--- config.mk ---
export PLATFORM = sky130hd
export DESIGN_NAME = dff_pipe_hs_flat
export DESIGN_NICKNAME = d
export VERILOG_FILES = /design/src/rtl/dff_pipe_hs_if.sv /design/src/rtl/dff_pipe_hs.sv /design/src/flat_wrapper.sv
export SDC_FILE = /design/constraint.sdc
export NUM_CORES = 1
export LEC_CHECK = 0
export BUFFER_PORTS_ARGS = -buffer_cell sky130_fd_sc_hd__buf_2
export CAP_MARGIN = 20
export CORE_MARGIN = 4
export CORE_UTILIZATION = 36
export CTS_CLUSTER_DIAMETER = 100
export DETAILED_ROUTE_END_ITERATION = 16
export PLACE_DENSITY = 0.63
export SETUP_SLACK_MARGIN = 0.15
export SYNTH_ARGS = -nofsm -noshare
export SYNTH_HDL_FRONTEND = slang
export SYNTH_SLANG_ARGS = --single-unit
export TNS_END_PERCENT = 1
--- constraint.sdc ---
create_clock -name clk -period 3.3 [get_ports clk]
set_clock_uncertainty 0.2 [all_clocks]
set_input_delay 0.33 -clock clk [delete_from_list [all_inputs] [get_ports clk]]
set_output_delay 0.33 -clock clk [all_outputs]
set_load 0.005 [all_outputs]
--- src/rtl/dff_pipe_hs_if.sv ---
`default_nettype none
// ============================================================================
// Module      : dff_pipe_hs_if
// Description : Valid/ready handshake bundle for dff_pipe_hs. The producer
//               side (in_*) and consumer side (out_*) travel together.
//               master = environment driving the pipe, slave = the pipe.
// Revision    : 1.0 - initial release
// ============================================================================
interface dff_pipe_hs_if #(
  parameter int WIDTH = 8
);
  logic             in_valid;
  logic [WIDTH-1:0] in_data;
  logic             in_ready;
  logic             out_valid;
  logic [WIDTH-1:0] out_data;
  logic             out_ready;

  modport master (
    output in_valid, in_data, out_ready,
    input  in_ready, out_valid, out_data
  );

  modport slave (
    input  in_valid, in_data, out_ready,
    output in_ready, out_valid, out_data
  );
endinterface
`default_nettype wire

--- src/rtl/dff_pipe_hs.sv ---
`default_nettype none
// ============================================================================
// Module      : dff_pipe_hs
// Description : DEPTH-stage, WIDTH-bit register pipeline with per-stage valid
//               bits, valid/ready backpressure, bubble collapse, occupancy
//               count and synchronous flush. Outputs come straight from the
//               last stage registers.
// Revision    : 1.0 - initial release
// ============================================================================
module dff_pipe_hs #(
  parameter int               WIDTH     = 8,
  parameter int               DEPTH     = 4,
  parameter logic [WIDTH-1:0] RESET_VAL = '0
) (
  input  logic                       clk,
  input  logic                       rst,
  input  logic                       flush_i,
  dff_pipe_hs_if.slave               hs,
  output logic [$clog2(DEPTH+1)-1:0] count_o
);

  localparam int CNT_W = $clog2(DEPTH+1);

  logic [DEPTH-1:0] v_q;
  logic [WIDTH-1:0] d_q [DEPTH];
  logic [CNT_W-1:0] count_q;
  logic [CNT_W-1:0] count_d;

  logic [DEPTH-1:0] rdy;
  logic [DEPTH-1:0] src_v;
  logic [WIDTH-1:0] src_d [DEPTH];
  logic             in_xfer;
  logic             out_xfer;

  // A stage can advance if the consumer is taking data or any stage at or
  // downstream of it is empty. Written as a reduction rather than a chain so
  // the ready vector has no bit-to-bit combinational dependency.
  generate
    for (genvar i = 0; i < DEPTH; i++) begin : g_stage
      assign rdy[i] = hs.out_ready | ~(&v_q[DEPTH-1:i]);
      if (i == 0) begin : g_head
        assign src_v[i] = hs.in_valid;
        assign src_d[i] = hs.in_data;
      end else begin : g_body
        assign src_v[i] = v_q[i-1];
        assign src_d[i] = d_q[i-1];
      end
    end
  endgenerate

  assign in_xfer  = hs.in_valid & rdy[0];
  assign out_xfer = v_q[DEPTH-1] & hs.out_ready;

  // Occupancy follows accepted words minus emitted words; saturation is
  // implicit because in_ready drops when every stage is valid.
  always_comb begin
    count_d = count_q;
    case ({in_xfer, out_xfer})
      2'b10:   count_d = count_q + CNT_W'(1);
      2'b01:   count_d = count_q - CNT_W'(1);
      default: count_d = count_q;
    endcase
  end

  // Stage registers: shift where ready, keep old data when a bubble moves in.
  always_ff @(posedge clk or posedge rst) begin
    if (rst) begin
      v_q     <= '0;
      count_q <= '0;
      for (int i = 0; i < DEPTH; i++) d_q[i] <= RESET_VAL;
    end else if (flush_i) begin
      v_q     <= '0;
      count_q <= '0;
      for (int i = 0; i < DEPTH; i++) d_q[i] <= RESET_VAL;
    end else begin
      count_q <= count_d;
      for (int i = 0; i < DEPTH; i++) begin
        if (rdy[i]) begin
          v_q[i] <= src_v[i];
          if (src_v[i]) d_q[i] <= src_d[i];
        end
      end
    end
  end

  assign hs.in_ready  = rdy[0];
  assign hs.out_valid = v_q[DEPTH-1];
  assign hs.out_data  = d_q[DEPTH-1];
  assign count_o      = count_q;

endmodule
`default_nettype wire

--- src/flat_wrapper.sv ---
// flat-port wrapper written by rule: the top's interface ports become plain ports
module dff_pipe_hs_flat 
#(
  parameter int               WIDTH     = 8,
  parameter int               DEPTH     = 4,
  parameter logic [WIDTH-1:0] RESET_VAL = '0
)
  (clk, rst, flush_i, count_o, hs_in_valid, hs_in_data, hs_out_ready, hs_in_ready, hs_out_valid, hs_out_data);
  dff_pipe_hs_if #(.WIDTH(WIDTH)) hs_i ();
  input  logic clk;
  input  logic rst;
  input  logic flush_i;
  output logic [$clog2(DEPTH+1)-1:0] count_o;
  input wire logic [$bits(hs_i.in_valid)-1:0] hs_in_valid;
  input wire logic [$bits(hs_i.in_data)-1:0] hs_in_data;
  input wire logic [$bits(hs_i.out_ready)-1:0] hs_out_ready;
  output wire logic [$bits(hs_i.in_ready)-1:0] hs_in_ready;
  output wire logic [$bits(hs_i.out_valid)-1:0] hs_out_valid;
  output wire logic [$bits(hs_i.out_data)-1:0] hs_out_data;
  assign hs_i.in_valid = hs_in_valid;
  assign hs_i.in_data = hs_in_data;
  assign hs_i.out_ready = hs_out_ready;
  assign hs_in_ready = hs_i.in_ready;
  assign hs_out_valid = hs_i.out_valid;
  assign hs_out_data = hs_i.out_data;
  dff_pipe_hs #(.WIDTH(WIDTH), .DEPTH(DEPTH), .RESET_VAL(RESET_VAL)) u_core (.clk(clk), .rst(rst), .flush_i(flush_i), .hs(hs_i), .count_o(count_o));
endmodule
==> results of run 1 <==
how the worst min path moves through the flow:
stage	end	slack [ps]	cells after the start
after floorplan	u_core.v_q[0]$_DFFE_PP0P_	260	2
after global placement	u_core.hs.out_data[7]$_DFFE_PP0P_	280	3
after detailed placement	u_core.count_o[2]$_DFFE_PP0P_	280	3
after CTS	u_core.d_q[25]$_DFFE_PP0P_	80	3
after global routing	u_core.d_q[30]$_DFFE_PP0P_	80	3
final	u_core.d_q[25]$_DFFE_PP0P_	90	3
cell type report:
class,count,area [um2]
fill,499,3007
sequential,39,975.9
multi-input combinational,128,808.3
timing repair buffer,27,142.6
tap,70,87.58
clock buffer,5,68.82
clock inverter,3,67.56
inverter,4,15.01
logic make-up after synthesis:
| family | after synthesis |
|---|---|
| mux | 11 |
| buf+inv | 26 |
| flops | 39 |
| compound gates | 56 |
| simple gates | 60 |
| fa+ha+maj | 1 |
what timing repair did:
item | 4_1_cts | 5_1_grt
endpoints found under the hold margin | 39 | 0
hold buffers | 1 | 0
buffers inserted | 0 | 0
flip-flops by register name, indices dropped and copies added (netlist names):
register and cells:
u_core.v_q 4, u_core.hs.out_data 8, u_core.d_q 24, u_core.count_o 3
tightest hold or removal path, cell delays in order:
cell      delay [ps]
buf_2             90
nand2b_1          50
mux2i_1           60
power groups by stage:
stage / combinational, mW / clock (mW) / sequential, mW
5_1_grt: 0.0829 / 0.506 / 0.508
3_5_place_dp: 0.0719 / 0 / 0.514
3_3_place_gp: 0.0720 / 0 / 0.515
2_1_floorplan: 0.0559 / 0 / 0.508
6_report: 0.0723 / 0.471 / 0.505
4_1_cts: 0.0738 / 0.481 / 0.505
cell usage in the layout, fill, tap and decap left out:
cell type / synthesis / routed
a21boi_0: 1 / 1
a21boi_2: 1 / 1
a21oi_1: 28 / 28
a21oi_2: 1 / 1
and3_2: 1 / 1
and3b_1: 2 / 2
and4b_1: 1 / 1
buf_2: 7 / 25
buf_4: 9 / 1
bufinv_16: 0 / 2
clkbuf_8: 0 / 5
clkinvlp_4: 0 / 1
dfrtp_1: 39 / 39
dlygate4sd3_1: 0 / 1
fa_1: 1 / 1
inv_1: 2 / 2
inv_2: 2 / 2
mux2_4: 2 / 2
mux2i_1: 9 / 9
nand2_1: 2 / 2
nand2b_1: 19 / 19
nand3_1: 24 / 24
nand3b_1: 1 / 1
nand3b_2: 1 / 1
nand4_1: 1 / 1
nand4b_2: 1 / 1
nand4bb_1: 1 / 1
nor2_1: 3 / 3
nor2b_1: 2 / 2
nor2b_2: 1 / 1
o21ai_1: 24 / 24
o221ai_2: 1 / 1
stage by stage:
stage          std cells  power [mW]  hold WS, ps
6_report             276       1.048        87.75
5_1_grt              276       1.096        81.33
4_1_cts              276       1.059        80.78
3_5_place_dp         267      0.5863        276.6
3_3_place_gp         267      0.5866        281.8
2_1_floorplan        193      0.5638        256.6
layer usage:
layer,track usage,wire length [um],share of wire
met3,0.03659,179,0.050
met1,0.1721,1805,0.51
met2,0.1824,1529,0.43
met4,0.04561,39,0.011
met5,0,0,0
==> metrics.md, run 1 <==
| Metric | Value |
|---|---|
| Largest net degree at the start of global routing | `51` |
| Vias in the first global route | `1333` |
| R2R depth | `5` |
| Vias per cell | `5.014` |
| Post-DP Area | `2019 um2` |
| Die Height | `81.40 um` |
| Leak pwr | `0.9801 nW` |
| Fraction of registers with async set/reset | `1.000` |
| Final Hold Viols | `0` |
| Post-synth top area share | `0.5032` |
| Achievable Freq | `467.3 MHz` |
| P_sw | `224.4 uW` |
| Post-synthesis cell area | `1939 um2` |
| CTS resizes | `0` |
| CTS Buf Count | `5` |
| Maxcap violations | `0` |
| Seq pwr share | `0.482` |
| R2R Setup Slk | `1170 ps` |
| Synthesized net count | `207` |
| CP cell instances | `nor2b_2, nand2_1, buf_2` |
| Main combinational cell family by area after synthesis | `simple AND/OR/NAND/NOR gates` |
| DRC | `0` |
| Min cycle time layout | `2140 ps` |
| Synth cell count leaders | `dfrtp_1 (39), a21oi_1 (28), nand3_1 (24), o21ai_1 (24), nand2b_1 (19)` |
| Pwr/cell area | `just under 500 nW/um2` |
| Post-synthesis sequential area ratio | `0.5032` |
| IO Count | `26` |
| Most common cell in the netlist | `dfrtp_1` |
| Slowest cell on the critical path | `dfrtp_1` |
| Int Pwr | `823.8 uW` |
| FF-to-FF End | `u_core.count_o[2]$_DFFE_PP0P_` |
| Setup TNS Final | `0 ps` |
| Layout overhead on the synthesized area | `11.68%` |
| Reg2reg start | `u_core.v_q[3]$_DFFE_PP0P_` |
| Average wire per standard cell | `12.87 um` |
| Post-synth EDFFs | `0` |
| Worst Setup End Kind | `primary output` |
| Initial antenna violation count | `0` |
| End point of the critical path | `hs_in_ready` |
| Antenna diode count | `0` |
| Top cells by area, synth | `dfrtp_1 (50%), a21oi_1 (7.2%), nand3_1 (6.2%)` |
| Routed via count | `approximately 1400` |
| CTS tree | `built` |
| Worst setup startpoint | `u_core.v_q[3]$_DFFE_PP0P_` |
| Area fraction in compound gates after synthesis | `0.1561` |
| Placer Congestion | `0.6931` |
| Logic pwr share | `0.069` |
| Ys Warns | `0` |
| Final setup fails | `0` |
| Clock network latency to the later pin of the worst-skew pair | `290 ps` |
| Layout Utilization | `0.4187` |
| XOR/XNOR share of the synthesized area | `0` |
| Required time worst endpoint | `2770 ps` |
| Pre-CTS worst setup slack | `1183 ps` |
| Clock share of power | `0.449` |
| Total track usage | `0.1242` |
| Simple-Gate Fraction of Synth Area | `0.1884` |
| Routed wire length | `3.553 mm` |
| DRT iter0 DRCs | `75` |
| Nets | `219` |
| HP Start | `hs_in_data[1]` |
| H-tree levels | `2` |
| Global-route wire length before repair | `between 6 and 7 mm` |
| Critical path depth | `3` |
| Drt first pass iters | `4` |
| Mean post-synth cell area | `about 10 um2` |
| Peak VDD IR | `~0.26 mV` |
| Cell count after synthesis | `193` |
| Unrepaired setup endpoints after global routing | `false` |
| Cell row count | `26` |
| CP peak stage delay | `550 ps` |
| Top delay family on crit path | `simple AND/OR/NAND/NOR gates` |
| #FFs+latches synth | `39` |
| Worst-path clk slew | `70 ps` |
| Setup CP Type | `register to primary output` |
| Final worst slack | `1160 ps` |
| Least-Margin Pin Slew | `784.1 ps` |
| Status | `completed` |
| Post-detailed-route count of antenna-violating nets | `0` |
| HP Class | `input port to register` |
| Crit-path max FO | `12` |
| IO Port Bufs | `25` |
| Synth Area in Adders | `0.01032` |
| HPWL after detailed placement | `2.341 mm` |
| Core Area | `just over 5000 um2` |
| # clock sinks | `39` |
| Starting Density | `0.3749` |
| Tcrit/Tclk final | `0.6485` |
| Synth Flop Type | `dfrtp_1` |
| Horiz. Die Dim | `81.40 um` |
| Startpoint types | `register` |
| Finished Cell Area | `2166 um2` |
| Share of cells above drive strength 1 | `0.2184` |
| Overflow after GRT | `0` |
| CTS Root Cell | `clkbuf_8` |
| Worst path arrival time | `about 1600 ps` |
| Netlist cell types | `30` |
| Max clock buf depth | `2` |
| Post-synthesis mux area share | `0.06194` |
| Sw frac | `0.2141` |
| Relative slew margins | `0.4773` |
| Buffer and inverter count on the worst path | `1` |
| Synth area leader | `dfrtp_1` |
| Final Max Tran Viols | `0` |
| Die area | `6625 um2` |
(Power assumes the default switching activity.)
==> inputs of run 2 (changes only) <==
ABC_AREA = 1   (was default)
PLACE_DENSITY = 0.64   (was 0.63)
clock period = 2.2 ns   (was 3.3 ns; I/O delays follow)
==> run 2 against run 1 <==
Net effect: die area down 8.3%; global-route usage down 1.2 points; highest routed layer unchanged; final cell count up 4.3%; via count down 8.5%; register-to-register slack worse by 700 ps; clock power up 49%.
==> metrics.md, run 2 <==
| Metric | Value |
|---|---|
| Status | `completed (unchanged)` |
| CTS Root Cell | `clkbuf_8 (unchanged)` |
| Peak VDD IR | `0.2738 mV (was 0.2646 mV)` |
| Buffer and inverter count on the worst path | `1 (unchanged)` |
| Mean post-synth cell area | `9.314 um2 (was 10.05 um2)` |
| Total track usage | `0.1121 (was 0.1242)` |
| Tcrit/Tclk final | `0.7871` |
| Horiz. Die Dim | `77.93 um (was 81.40 um)` |
| Nets | `234 (was 219)` |
| Post-synthesis sequential area ratio | `0.5544 (was 0.5032)` |
| Top delay family on crit path | `flip-flops (was simple AND/OR/NAND/NOR gates)` |
| Max clock buf depth | `2 (unchanged)` |
| Vias in the first global route | `1255 (was 1333)` |
| Global-route wire length before repair | `5.375 mm (was 6.354 mm)` |
| Finished Cell Area | `2110 um2 (was 2166 um2)` |
| #FFs+latches synth | `39 (unchanged)` |
| Power Total | `1.590 mW (was 1.048 mW)` |
| Crit-path max FO | `5 (was 12)` |
| Placer Congestion | `0.7078 (was 0.6931)` |
| Sw frac | `0.2157 (was 0.2141)` |
| Average wire per standard cell | `10.50 um (was 12.87 um)` |
| Synth cell count leaders | `nand2_1 (45), dfrtp_1 (39), nand3_1 (31) (was dfrtp_1 (39), a21oi_1 (28), nand3_1 (24), o21ai_1 (24), nand2b_1 (19))` |
| CTS Buf Count | `5 (unchanged)` |
| Sequential Area | `975.9 um2 (unchanged)` |
| Required time worst endpoint | `2190 ps (was 2770 ps)` |
| Ys Warns | `0 (unchanged)` |
| Critical path's most frequent cell | `nand2_1` |
| Drt first pass iters | `5 (was 4)` |
| Pwr/cell area | `753.9 nW/um2 (was 484.0 nW/um2)` |
| Top cells by area, synth | `dfrtp_1 (55%), nand2_1 (9.6%), nand3_1 (8.8%) (was dfrtp_1 (50%), a21oi_1 (7.2%), nand3_1 (6.2%))` |
| Synthesized net count | `203 (was 207)` |
| Clock share of power | `0.440 (was 0.449)` |
| Worst path arrival time | `1720 ps (was 1610 ps)` |
| Worst-path clk slew | `70 ps (about the same)` |
| Initial antenna violation count | `0 (unchanged)` |
| Commonest non-fill, non-tap cell in the layout | `nand2_1 (was dfrtp_1)` |
| Critical path depth | `8 (was 3)` |
| Layout overhead on the synthesized area | `19.83% (was 11.68%)` |
| Most frequent cells in the layout | `nand2_1 (45), dfrtp_1 (39), nand3_1 (31), inv_1 (26), buf_2 (25) (was dfrtp_1 (39), a21oi_1 (28), buf_2 (25), nand3_1 (24), o21ai_1 (24))` |
| Seq pwr share | `0.478 (was 0.482)` |
| Largest net degree at the start of global routing | `40 (was 51)` |
| Fraction of registers with async set/reset | `1.000 (unchanged)` |
| Die area | `6073 um2 (was 6625 um2)` |
| CTS tree | `built (unchanged)` |
| Hold path cells | `3 (unchanged)` |
| Slowest cell on the critical path | `dfrtp_1 (unchanged)` |
| HPWL after detailed placement | `2.155 mm (was 2.341 mm)` |
| Die Height | `77.93 um (was 81.40 um)` |
| Final Max Tran Viols | `0 (unchanged)` |
| Largest Register | `u_core.d_q (unchanged)` |
| Leak pwr | `1.068 nW (was 0.9801 nW)` |
| Post-synth EDFFs | `0 (unchanged)` |
| Relative slew margins | `0.6348 (was 0.4773)` |
| Number of flip-flops in the largest register | `24 (unchanged)` |
| Setup TNS Final | `0 ps (unchanged)` |
| Worst Setup End Kind | `register (was primary output)` |
| Post-synth top area share | `0.5544 (was 0.5032)` |
| Overflow after GRT | `0 (unchanged)` |
| Starting Density | `0.3727 (was 0.3749)` |
| CP cell instances | `nand3_1, inv_1, fa_1, xor2_1, nand2_1, nand2_1, nand3_1, nand2_1 (was nor2b_2, nand2_1, buf_2)` |
| Post-synthesis cell area | `1760 um2 (was 1939 um2)` |
| Cell count after synthesis | `189 (was 193)` |
| H-tree levels | `2 (unchanged)` |
| Synth area leader | `dfrtp_1 (unchanged)` |
| Area of the multi-input gates | `589.3 um2 (was 808.3 um2)` |
| R2R depth | `8 (was 5)` |
| Final setup fails | `0 (unchanged)` |
| P_sw | `343.0 uW (was 224.4 uW)` |
| IO Count | `26 (unchanged)` |
| Min cycle time layout | `1732 ps` |
| Vias per cell | `4.396 (was 5.014)` |
| Post-DP Area | `1887 um2 (was 2019 um2)` |
| Synth Flop Type | `dfrtp_1 (unchanged)` |
| Post-route insts no fill | `288 (was 276)` |
| DRC | `0 (unchanged)` |
| Unrepaired setup endpoints after global routing | `false (unchanged)` |
| Final Hold Viols | `0 (unchanged)` |
| Routed via count | `1266 (was 1384)` |
| DRT iter0 DRCs | `61 (was 75)` |
| # clock sinks | `39 (unchanged)` |
| Routed wire length | `3.023 mm (was 3.553 mm)` |
| Logic pwr share | `0.081 (was 0.069)` |
| Most common cell in the netlist | `nand2_1 (was dfrtp_1)` |
| Netlist cell types | `21 (was 30)` |
| Least-Margin Pin Slew | `544.2 ps (was 784.1 ps)` |
| Clock network latency to the later pin of the worst-skew pair | `290 ps (about the same)` |
| Startpoint types | `register (unchanged)` |
| Int Pwr | `1.247 mW (was 823.8 uW)` |
| Achievable Freq | `577.5 MHz` |
| Number of fill cells | `460 (was 499)` |
| Antenna diode count | `0 (unchanged)` |
| HP Class | `input port to register (unchanged)` |
| Post-detailed-route count of antenna-violating nets | `0 (unchanged)` |
| CP peak stage delay | `420 ps (was 550 ps)` |
| Cell row count | `25 (was 26)` |
| Setup CP Type | `register to register (was register to primary output)` |
| IO Port Bufs | `25 (unchanged)` |
| Core Area | `4723 um2 (was 5172 um2)` |
| Share of cells above drive strength 1 | `0.1946 (was 0.2184)` |
| Maxcap violations | `0 (unchanged)` |
| Post-Place Cells | `271 (was 267)` |
run 2: cell types whose count changed after synthesis, moves of 4 or more:
cell      delta
nand2_1     +43
a21oi_1     -26
inv_1       +24
nand2b_1    -19
o21ai_1     -16
mux2i_1      -9
o22ai_1      +8
buf_2        -7
nand3_1      +7
clkbuf_1     -4
run 2: worst register-to-register path, delay by kind of cell, from the launching register on:
kind	cells	cell delay, ps
adders and majority gates	1	410
buffers and inverters	1	80
DFF	1	420
and+or+nand+nor	5	360
xor gates and xnor gates	1	160
run 2: final cells by class:
type,count,share of cell area
tap,67,0.03974
clock buffer,6,0.03440
clock inverter,2,0.02847
inverter,26,0.04626
multi-input combinational,112,0.2794
sequential,39,0.4626
timing repair buffer,36,0.1091
run 2: power groups by stage:
| stage | Combinational [mW] | Sequential [mW] | Clock (mW) |
|---|---|---|---|
| 5_1_grt | 0.147 | 0.764 | 0.743 |
| 4_1_cts | 0.132 | 0.761 | 0.711 |
| 6_report | 0.129 | 0.760 | 0.700 |
| 3_3_place_gp | 0.118 | 0.774 | 0 |
| 2_1_floorplan | 0.0836 | 0.772 | 0 |
| 3_5_place_dp | 0.120 | 0.775 | 0 |
run 2: kinds of logic after synthesis:
logic type / after synthesis / synth area share
AND/OR/NAND/NOR: 86 / 0.2345
flip-flops: 39 / 0.5544
buffers and inverters: 38 / 0.1109
AO/OA/AOI/OAI: 23 / 0.07890
XOR/XNOR: 2 / 0.009952
adder cells (fa/ha/maj): 1 / 0.01137
run 2: timing repair:
action                                  4_1_cts  5_1_grt
resized for setup                             0        0
endpoints found under the setup margin        0        0
buffers inserted                              0        0
hold buffers                                  9        0
endpoints found under the hold margin        47        0
run 2: through the flow:
step                      setup slack [ps]  hold slack, ps    util
final                                468.3           30.35  0.4466
after global routing                 350.9           40.69  0.4466
after CTS                            461.4           24.47  0.4466
after detailed placement             466.4           156.0  0.3995
after global placement               513.4           164.9  0.3995
after floorplan                      539.7           129.6       -
run 2: layer usage:
layer  track usage  routed length, um  vias to the layer above  part of all wire
met5             0                  0                        -                 0
li1              -                  -                      665                 -
met3       0.02552                152                        8             0.050
met4       0.07343                 91                        0             0.030
met1        0.1372               1485                      565              0.49
met2        0.1764               1294                       28              0.43
run 2: final timing paths:
kind / from / end / slack, ps
hold reg to reg: u_core.d_q[20]$_DFFE_PP0P_ / u_core.d_q[20]$_DFFE_PP0P_ / 270
min in group asynchronous: rst / u_core.hs.out_data[2]$_DFFE_PP0P_ / 380
setup reg to reg: u_core.v_q[3]$_DFFE_PP0P_ / u_core.count_o[2]$_DFFE_PP0P_ / 470
setup / recovery: u_core.v_q[3]$_DFFE_PP0P_ / u_core.count_o[2]$_DFFE_PP0P_ / 470
hold / removal: hs_in_valid / u_core.v_q[0]$_DFFE_PP0P_ / 30
max in group asynchronous: rst / u_core.hs.out_data[7]$_DFFE_PP0P_ / 1090
==> inputs of run 3 (changes only) <==
ABC_AREA = 0   (was 1)
PLACE_DENSITY = 0.63   (was 0.64)
clock period = 1.7 ns   (was 2.2 ns; I/O delays follow)
==> run 3 against run 2 <==
Net effect: the flow now finishes with violations (negative setup slack); combinational power rose by 47%; via count rose by 12%; cell area rose by 9.4%; critical path type unchanged; power rose by 9.2%; sequential power rose by 28%; register-to-register slack got worse by 590 ps; critical path depth fell by 3; worst setup slack got worse by 590 ps; largest cell class unchanged; sequential cell count did not move; count of clock-buffer cells in the layout rose by 1; die area rose by 9.1%; non-clock buffer count rose by 11; critical endpoint unchanged.
==> metrics.md, run 3 (same netlist as run 1, synthesis figures left out) <==
| Metric | Value |
|---|---|
| Status | `finished with violations (was completed)` |
| Failing checks | `negative setup slack` |
| Routed via count | `1418 (was 1266)` |
| Most frequent cells in the layout | `dfrtp_1 (39), a21oi_1 (28), buf_2 (25), nand3_1 (24), o21ai_1 (24) (was nand2_1 (45), dfrtp_1 (39), nand3_1 (31), inv_1 (26), buf_2 (25))` |
| Horiz. Die Dim | `81.40 um (was 77.93 um)` |
| HPWL after detailed placement | `2.507 mm (was 2.155 mm)` |
| Pwr/cell area | `752.6 nW/um2 (was 753.9 nW/um2)` |
| Setup CP Type | `register to register (unchanged)` |
| Unrepaired setup endpoints after global routing | `true (was false)` |
| Vias per cell | `4.791 (was 4.396)` |
| Global-route wire length before repair | `6.796 mm (was 5.375 mm)` |
| Layout overhead on the synthesized area | `18.97% (was 19.83%)` |
| Relative slew margins | `0.6751 (was 0.6348)` |
| Final setup fails | `1 (was 0)` |
| DRT iter0 DRCs | `60 (was 61)` |
| Core Area | `5172 um2 (was 4723 um2)` |
| Min cycle time layout | `1817 ps (was 1732 ps)` |
| DRC | `0 (unchanged)` |
| HP Class | `input port to register (unchanged)` |
| Commonest non-fill, non-tap cell in the layout | `dfrtp_1 (was nand2_1)` |
| Number of flip-flops in the largest register | `24 (unchanged)` |
| Final Hold Viols | `0 (unchanged)` |
| Post-route insts no fill | `296 (was 288)` |
| Die Height | `81.40 um (was 77.93 um)` |
| Logic pwr share | `0.109 (was 0.081)` |
| CTS Buf Count | `5 (unchanged)` |
| Pre-CTS worst setup slack | `-111.3 ps (was 466.4 ps)` |
| Largest Register | `u_core.d_q (unchanged)` |
| Achievable Freq | `550.4 MHz (was 577.5 MHz)` |
| Clock share of power | `0.332 (was 0.440)` |
| Max clock buf depth | `2 (unchanged)` |
| Antenna diode count | `0 (unchanged)` |
| Vias in the first global route | `1525 (was 1255)` |
| Seq pwr share | `0.559 (was 0.478)` |
| Sequential Area | `975.9 um2 (unchanged)` |
| Least-Margin Pin Slew | `487.3 ps (was 544.2 ps)` |
| Cell row count | `26 (was 25)` |
| Worst Setup End Kind | `register (unchanged)` |
| Final worst slack | `-116.9 ps (was 468.3 ps)` |
| # clock sinks | `39 (unchanged)` |
| Placer Congestion | `0.7559 (was 0.7078)` |
| P_sw | `402.4 uW (was 343.0 uW)` |
| IO Port Bufs | `25 (unchanged)` |
| Required time worst endpoint | `1670 ps (was 2190 ps)` |
| H-tree levels | `2 (unchanged)` |
| Total track usage | `0.1297 (was 0.1121)` |
| Startpoint types | `register (unchanged)` |
| Tcrit/Tclk final | `1.069 (was 0.7871)` |
| Post-detailed-route count of antenna-violating nets | `0 (unchanged)` |
| Setup TNS Final | `-116.9 ps (was 0 ps)` |
| Share of cells above drive strength 1 | `0.2566 (was 0.1946)` |
| Routed wire length | `3.676 mm (was 3.023 mm)` |
| Overflow after GRT | `0 (unchanged)` |
| Initial antenna violation count | `0 (unchanged)` |
| Crit-path max FO | `3 (was 5)` |
| Int Pwr | `1.334 mW (was 1.247 mW)` |
| Clock network latency to the later pin of the worst-skew pair | `280 ps (was 290 ps)` |
| Die area | `6625 um2 (was 6073 um2)` |
| Area of the multi-input gates | `818.3 um2 (was 589.3 um2)` |
| Maxcap violations | `0 (unchanged)` |
| Peak VDD IR | `0.4471 mV (was 0.2738 mV)` |
| Post-CTS setup buffer count | `0 (unchanged)` |
| Average wire per standard cell | `12.42 um (was 10.50 um)` |
| Leak pwr | `1.055 nW (was 1.068 nW)` |
| CTS tree | `built (unchanged)` |
| IO Count | `26 (unchanged)` |
| Starting Density | `0.3749 (was 0.3727)` |
| Sw frac | `0.2317 (was 0.2157)` |
| Post-Place Cells | `279 (was 271)` |
| Nets | `239 (was 234)` |
| Power Total | `1.736 mW (was 1.590 mW)` |
| Worst-path clk slew | `70 ps (about the same)` |
| Final Max Tran Viols | `0 (unchanged)` |
| Largest net degree at the start of global routing | `40 (unchanged)` |
| Number of fill cells | `520 (was 460)` |
| Worst path arrival time | `1780 ps (was 1720 ps)` |
| Drt first pass iters | `4 (was 5)` |
| CTS Root Cell | `clkbuf_8 (unchanged)` |
==> run 3: cell count changes in the layout (fill, tap and decap cells not counted), moves of 3 or more <==
cell | previous run | this run
a21oi_1 | 2 | 28
buf_4 | 2 | 11
inv_1 | 26 | 2
mux2i_1 | 0 | 9
nand2_1 | 45 | 2
nand2b_1 | 0 | 19
nand3_1 | 31 | 24
nor2_4 | 3 | 0
o21ai_0 | 3 | 0
o21ai_1 | 8 | 24
o22ai_1 | 8 | 0
==> run 3: worst paths after layout <==
check | from | endpoint | cells past startpoint | slack, ps
max | u_core.v_q[3]$_DFFE_PP0P_ | u_core.count_o[2]$_DFFE_PP0P_ | 5 | -120
min | hs_in_valid | u_core.v_q[0]$_DFFE_PP0P_ | 4 | 90
max reg2reg | u_core.v_q[3]$_DFFE_PP0P_ | u_core.count_o[2]$_DFFE_PP0P_ | 5 | -120
min reg2reg | u_core.d_q[9]$_DFFE_PP0P_ | u_core.hs.out_data[1]$_DFFE_PP0P_ | 2 | 330
max in group asynchronous | rst | u_core.v_q[1]$_DFFE_PP0P_ | 4 | 610
min in group asynchronous | rst | u_core.d_q[15]$_DFFE_PP0P_ | 4 | 350
==> run 3: area by class of cell <==
class,count,share of cell area
well taps,70,0.03796
flip-flops and latches,39,0.4230
clock inverters,1,0.002169
inverters,4,0.006508
multi-input cells,128,0.3547
clock buffers,7,0.03308
repair buffers,47,0.1426
==> run 3: through the flow <==
step           hold slack, ps  cell area [um2]  utilization
3_5_place_dp            116.6             2125       0.4107
5_1_grt                 123.3             2307       0.4461
4_1_cts                 72.65             2306       0.4458
2_1_floorplan           96.63             1942            -
6_report                86.01             2307       0.4461
3_3_place_gp            118.3             2125       0.4107
==> run 3: power groups by stage <==
| stage | Clock [mW] | Sequential (mW) | Combinational (mW) |
|---|---|---|---|
| after floorplan | 0 | 0.986 | 0.109 |
| after global placement | 0 | 0.987 | 0.175 |
| after detailed placement | 0 | 0.988 | 0.175 |
| after CTS | 0.603 | 0.971 | 0.193 |
| after global routing | 0.636 | 0.974 | 0.216 |
| final | 0.576 | 0.971 | 0.190 |
==> run 3: layer usage <==
metal / share of wire / global-route usage / wire (um) / vias to the layer above
met2: 0.46 / 0.2068 / 1683 / 29
met3: 0.047 / 0.02993 / 173 / 2
met5: 0 / 0 / 0 / -
li1: - / - / - / 730
met4: 0.0041 / 0.04054 / 15 / 0
met1: 0.49 / 0.1740 / 1803 / 657
==> run 3: critical path, cell delays in order, from the launching register on <==
cell and delay (ps):
dfrtp_1 370, and3b_1 190, fa_2 360, nand4bb_1 200, o221ai_2 90, mux2_4 310
==> run 3: repair_timing <==
item	4_1_cts	5_1_grt
hold buffers	9	0
hold endpoints to repair	47	0
cloned	0	0
endpoints found under the setup margin	4	19
gates resized for setup	3	1
pin swaps	0	0
